$ cat src/rtl/scalar_writeback_arbiter.sv
// Write-port arbiter for the scalar register file: ALU results win, load returns
// wait in a small ordered FIFO whose entries can be killed by younger ALU writes.
module scalar_writeback_arbiter #(
    parameter int FIFO_DEPTH      = 4,
    parameter int REG_INDEX_WIDTH = 7,
    parameter int DATA_WIDTH      = 32
) (
    input  logic                       clk,
    input  logic                       reset_n,
    input  logic                       alu_valid_i,
    input  logic [REG_INDEX_WIDTH-1:0] alu_reg_i,
    input  logic [DATA_WIDTH-1:0]      alu_value_i,
    input  logic                       load_valid_i,
    input  logic [REG_INDEX_WIDTH-1:0] load_reg_i,
    input  logic [DATA_WIDTH-1:0]      load_value_i,
    output logic                       load_ready_o,
    input  logic [REG_INDEX_WIDTH-1:0] query_reg_i,
    output logic                       hazard_o,
    output logic                       write_enable_o,
    output logic [REG_INDEX_WIDTH-1:0] write_reg_o,
    output logic [DATA_WIDTH-1:0]      write_value_o
);

    localparam int PW = $clog2(FIFO_DEPTH);
    localparam int CW = PW + 1;

    logic [REG_INDEX_WIDTH-1:0] ent_reg_q  [FIFO_DEPTH];
    logic [REG_INDEX_WIDTH-1:0] ent_reg_d  [FIFO_DEPTH];
    logic [DATA_WIDTH-1:0]      ent_val_q  [FIFO_DEPTH];
    logic [DATA_WIDTH-1:0]      ent_val_d  [FIFO_DEPTH];
    logic [FIFO_DEPTH-1:0]      ent_live_q;
    logic [FIFO_DEPTH-1:0]      ent_live_d;

    logic [PW-1:0] rd_ptr_q, rd_ptr_d;
    logic [PW-1:0] wr_ptr_q, wr_ptr_d;
    logic [CW-1:0] count_q, count_d;

    logic                       we_q, we_d;
    logic [REG_INDEX_WIDTH-1:0] wreg_q, wreg_d;
    logic [DATA_WIDTH-1:0]      wval_q, wval_d;

    logic empty, xfer, pop, direct, push;
    logic [FIFO_DEPTH-1:0] occ;

    // Occupancy derives from distance past the read pointer, wrapping modulo depth.
    always_comb begin
        for (int i = 0; i < FIFO_DEPTH; i++) begin
            occ[i] = ({1'b0, PW'(i) - rd_ptr_q} < count_q);
        end
    end

    always_comb begin
        hazard_o = 1'b0;
        for (int i = 0; i < FIFO_DEPTH; i++) begin
            if (occ[i] && ent_live_q[i] && ent_reg_q[i] == query_reg_i) begin
                hazard_o = 1'b1;
            end
        end
    end

    always_comb begin
        load_ready_o = (count_q != CW'(FIFO_DEPTH));
        empty        = (count_q == '0);
        xfer         = load_valid_i && load_ready_o;
        pop          = !alu_valid_i && !empty;
        direct       = !alu_valid_i && empty && xfer;
        push         = xfer && !direct;

        ent_reg_d  = ent_reg_q;
        ent_val_d  = ent_val_q;
        ent_live_d = ent_live_q;
        rd_ptr_d   = rd_ptr_q;
        wr_ptr_d   = wr_ptr_q;
        count_d    = count_q;
        we_d       = 1'b0;
        wreg_d     = wreg_q;
        wval_d     = wval_q;

        if (alu_valid_i) begin
            we_d   = 1'b1;
            wreg_d = alu_reg_i;
            wval_d = alu_value_i;
        end else if (pop) begin
            we_d = ent_live_q[rd_ptr_q];
            if (ent_live_q[rd_ptr_q]) begin
                wreg_d = ent_reg_q[rd_ptr_q];
                wval_d = ent_val_q[rd_ptr_q];
            end
            rd_ptr_d = rd_ptr_q + PW'(1);
        end else if (direct) begin
            we_d   = 1'b1;
            wreg_d = load_reg_i;
            wval_d = load_value_i;
        end

        // A younger ALU result supersedes any buffered load to the same register.
        if (alu_valid_i) begin
            for (int i = 0; i < FIFO_DEPTH; i++) begin
                if (ent_reg_q[i] == alu_reg_i) begin
                    ent_live_d[i] = 1'b0;
                end
            end
        end

        if (push) begin
            ent_reg_d[wr_ptr_q]  = load_reg_i;
            ent_val_d[wr_ptr_q]  = load_value_i;
            ent_live_d[wr_ptr_q] = !(alu_valid_i && load_reg_i == alu_reg_i);
            wr_ptr_d             = wr_ptr_q + PW'(1);
        end

        unique case ({push, pop})
            2'b10:   count_d = count_q + CW'(1);
            2'b01:   count_d = count_q - CW'(1);
            default: count_d = count_q;
        endcase
    end

    always_ff @(posedge clk or negedge reset_n) begin
        if (!reset_n) begin
            for (int i = 0; i < FIFO_DEPTH; i++) begin
                ent_reg_q[i] <= '0;
                ent_val_q[i] <= '0;
            end
            ent_live_q <= '0;
            rd_ptr_q   <= '0;
            wr_ptr_q   <= '0;
            count_q    <= '0;
            we_q       <= 1'b0;
            wreg_q     <= '0;
            wval_q     <= '0;
        end else begin
            ent_reg_q  <= ent_reg_d;
            ent_val_q  <= ent_val_d;
            ent_live_q <= ent_live_d;
            rd_ptr_q   <= rd_ptr_d;
            wr_ptr_q   <= wr_ptr_d;
            count_q    <= count_d;
            we_q       <= we_d;
            wreg_q     <= wreg_d;
            wval_q     <= wval_d;
        end
    end

    assign write_enable_o = we_q;
    assign write_reg_o    = wreg_q;
    assign write_value_o  = wval_q;

endmodule

$ cat config.mk
export PLATFORM = sky130hd
export DESIGN_NAME = scalar_writeback_arbiter
export DESIGN_NICKNAME = d
export VERILOG_FILES = /design/src/rtl/scalar_writeback_arbiter.sv
export SDC_FILE = /design/constraint.sdc
export NUM_CORES = 1
export LEC_CHECK = 0
export ABC_CLOCK_PERIOD_IN_PS = 2450
export BUFFER_PORTS_ARGS = -buffer_cell sky130_fd_sc_hd__buf_4
export CAP_MARGIN = 30
export CORE_MARGIN = 4
export CORE_UTILIZATION = 40
export CTS_CLUSTER_DIAMETER = 50
export DETAILED_ROUTE_END_ITERATION = 16
export PLACE_DENSITY_LB_ADDON = 0.25
export SYNTH_ARGS = -nofsm -noshare
export SYNTH_HDL_FRONTEND = slang
export SYNTH_SLANG_ARGS = --single-unit
$ cat constraint.sdc
create_clock -name clk -period 2.45 [get_ports clk]
set_input_delay 0.49 -clock clk [delete_from_list [all_inputs] [get_ports clk]]
set_output_delay 0.49 -clock clk [all_outputs]
set_load 0.02 [all_outputs]
==> run metrics <==
syn nets=818; Leak=5.627 nW; Int Pwr=11.76 mW; share of cells above drive strength 1=46.46%; largest family of logic cells by synthesized area=multiplexers; vias in the first global route=7156; Worst R2R Setup Slack=0.24 ns; vias per cell=5.464; total negative slack=-0.04086 ns; synthesized area per cell=14.34 um^2; failing checks=setup timing; net load switching power=6.056 mW; Yosys top cell area share=50.25%; part of the power in registers=35.6%; slowest stage delay, CP=0.48 ns; synth top area cells=dfrtp_1 50%, mux2_2 16%, mux4_2 8.5%; Worst path depth=7; Boundary Pins=131; HP Class=in2reg; cell taking the most area after synthesis=dfrtp_1; Antenna Violating Nets Remaining=0; Switching Share=33.99%; Inst Count DP=1151; Synth Flop Type=dfrtp_1; crit end category=output pin; dpl cell area=11750 um^2; Metal-1 WL=11260 um; worst setup path startpoint=rd_ptr_q[0]; sequential-to-total area share from yosys stat=50.25%; Die Wd=168.5 um; detailed-routed wire length on met3=1391 um; global route overflow=0; Worst setup endpoint=hazard_o; cell area power density=1405 nW/um^2; number of synthesized flops with an enable pin=0; r2r worst-path depth=7; chip height=168.5 um; adder-cell share of the synthesized area=1.287%; post-synthesis mux area share=29.71%; skew final=0.009123 ns; Simple-Gate Fraction of Synth Area=2.173%; total number of vias=6589; GP Congestion=0.8490; RSZ-0062 raised after global routing=yes; drt drc=0; FP Rows=58; Fin. Hold Viols=0; Synth Warn #=0; most frequent cell after synthesis=dfrtp_1; P&R area growth vs syn=23.05%; Post-Syn Area=10310 um^2; pin slew with the least headroom to its limit=0.5564 ns; # setup viols final=1; crit-path max FO=2; core area=25250 um^2; final slew viol count=0; clock share of power=21.1%; dpl hpwl=16310 um; max_cap viols=0; outcome=finished with violations; Initial DRC Count=558; design area=12680 um^2; largest net degree at the start of global routing=63; Non-Filler Instances=1206; Clk Latency, worst-skew pair=0.53 ns; Peak VDD IR=0.6603 mV; number of CTS-inserted buffers=27; Worst path top cell family by delay=flip-flops; Worst Path Arrival=2.00 ns; wire length on met2=11810 um; Max Fclk=401.5 MHz; Port Buf Inserts=130; final worst setup slack=-0.04086 ns; Root Buffer=clkbuf_16; worst slack, placed=0.2067 ns; top cells by count, synth=207 x dfrtp_1, 145 x mux2_2, 50 x xnor2_1; r2r endpoint=write_value_o[21]; Final nets=957; clock-pin slew on the worst setup and hold paths=0.05 ns; Synth Area in XOR/XNOR=5.947%; Synth async-reset ratio=100.0%; uppermost layer routed=met4; Slowest cell on crit path=dfrtp_4; number of synthesized register bits=207; drt pass-1 iters=9; crit-path cells=xor2_2 > inv_1 > ha_1 > a21oi_1 > o211ai_1 > nand4_1 > buf_4; # clock sinks=207; FILL cells=2173; Final min period=2.491 ns; CTS tree=done; initial antenna violation count=0; Startpoint Class=flop; Synth cell types=34; cell count after synthesis=719; Total Die Area=28400 um^2; Compound-Gate Fraction of Synth Area=5.984%; critical path class=reg2out; first-pass GRT wire length=40250 um; total track usage=17.54%; worst rel slew slack=62.91%; WL per Instance=20.65 um; Clock Path Buffers=3; n_diodes=0; Reg-to-Reg Start=rd_ptr_q[0]; Initial Util=40.82%; H-tree Lvls=1; Worst EP required=1.96 ns; Comb pwr share=43.3%; Tcrit/Tclk final=101.7%; final design utilization=50.23%; WP buf/inv=2; Routed WL=24900 um
==> kinds of logic (layout without fill, tap and decap cells) <==
family                     after synthesis  count (layout)
muxes                                  236             236
DFF                                    207             207
and+or+nand+nor                         32              32
buffers and inverters                  102             259
adders and majority gates               10              10
AOI/OAI and AO/OA                       62              62
xor gates and xnor gates                70              70
==> area by class of cell <==
cell class	instances	area [um^2]	share of cell area, %
clock buffers	35	745.7	5.879
clock inverters	12	115.1	0.9075
inverters	47	178.9	1.411
multi-input cells	410	4673	36.84
flip-flops and latches	207	5186	40.89
well taps	330	412.9	3.255
repair buffers	165	1373	10.82
==> through the flow <==
stage | hold slack, ns | power, mW
2_1_floorplan | 0.1944 | 11.78
3_3_place_gp | 0.4742 | 13.91
3_5_place_dp | 0.4825 | 14.07
4_1_cts | 0.2046 | 17.98
5_1_grt | 0.2151 | 19.00
6_report | 0.2283 | 17.82
==> layer usage <==
layer	up-vias	track usage (%)
met5	-	0
met4	0	4.411
met3	35	2.756
met2	185	28.67
met1	3405	24.74
li1	2964	-
==> worst min path at each step <==
stage	start	to	slack [ns]	depth (start not counted)
final	load_value_i[31]	ent_val_q[31]	0.23	2
after global routing	load_value_i[24]	ent_val_q[24]	0.22	2
after CTS	load_value_i[31]	ent_val_q[31]	0.20	2
after detailed placement	ent_val_q[31]	ent_val_q[31]	0.48	1
after global placement	ent_val_q[31]	ent_val_q[31]	0.47	1
after floorplan	reset_n	count_q[0]	0.19	0
==> timing repair <==
action                                  4_1_cts  5_1_grt
endpoints found under the hold margin        56        0
hold buffers                                  1        0
buffers inserted                              3        4
endpoints found under the setup margin        1        1
resized for setup                             4        1
pin swaps                                     1        0
==> power groups by stage <==
stage,clock [mW],sequential [mW],combinational [mW]
5_1_grt,4.03,6.58,8.39
4_1_cts,3.87,6.35,7.75
2_1_floorplan,0,6.41,5.37
3_5_place_dp,0,6.42,7.64
3_3_place_gp,0,6.40,7.51
6_report,3.76,6.35,7.71
==> state kept, by name, indices dropped and copies added, names as in the netlist <==
| register | count |
|---|---|
| count_q | 3 |
| ent_live_q | 4 |
| ent_reg_q | 28 |
| ent_val_q | 128 |
| rd_ptr_q | 2 |
| wr_ptr_q | 2 |
| write_enable_o | 1 |
| write_reg_o | 7 |
| write_value_o | 32 |
==> layout by cell type, fill, tap and decap left out, types with 2 or more instances in the layout <==
cell type,synthesis,layout
nand2_1,3,3
clkbuf_16,0,27
nand4_1,11,11
mux2_1,12,12
buf_4,1,153
xor2_1,20,19
mux2_2,145,145
ha_1,9,9
o211ai_1,8,8
clkinv_2,0,3
clkbuf_8,0,5
dfrtp_1,207,204
xnor2_1,50,50
inv_6,0,3
clkbuf_1,19,4
nor3_2,2,2
and4_1,4,4
buf_12,0,10
clkinv_4,0,2
nor4_1,4,4
dfrtp_2,0,2
a21oi_1,4,3
o311ai_4,4,4
inv_1,47,46
clkinvlp_4,0,2
mux2i_1,39,39
mux4_2,39,39
nor2_1,3,3
a222oi_1,39,39
o21ai_0,5,5
(Power assumes the default switching activity.)
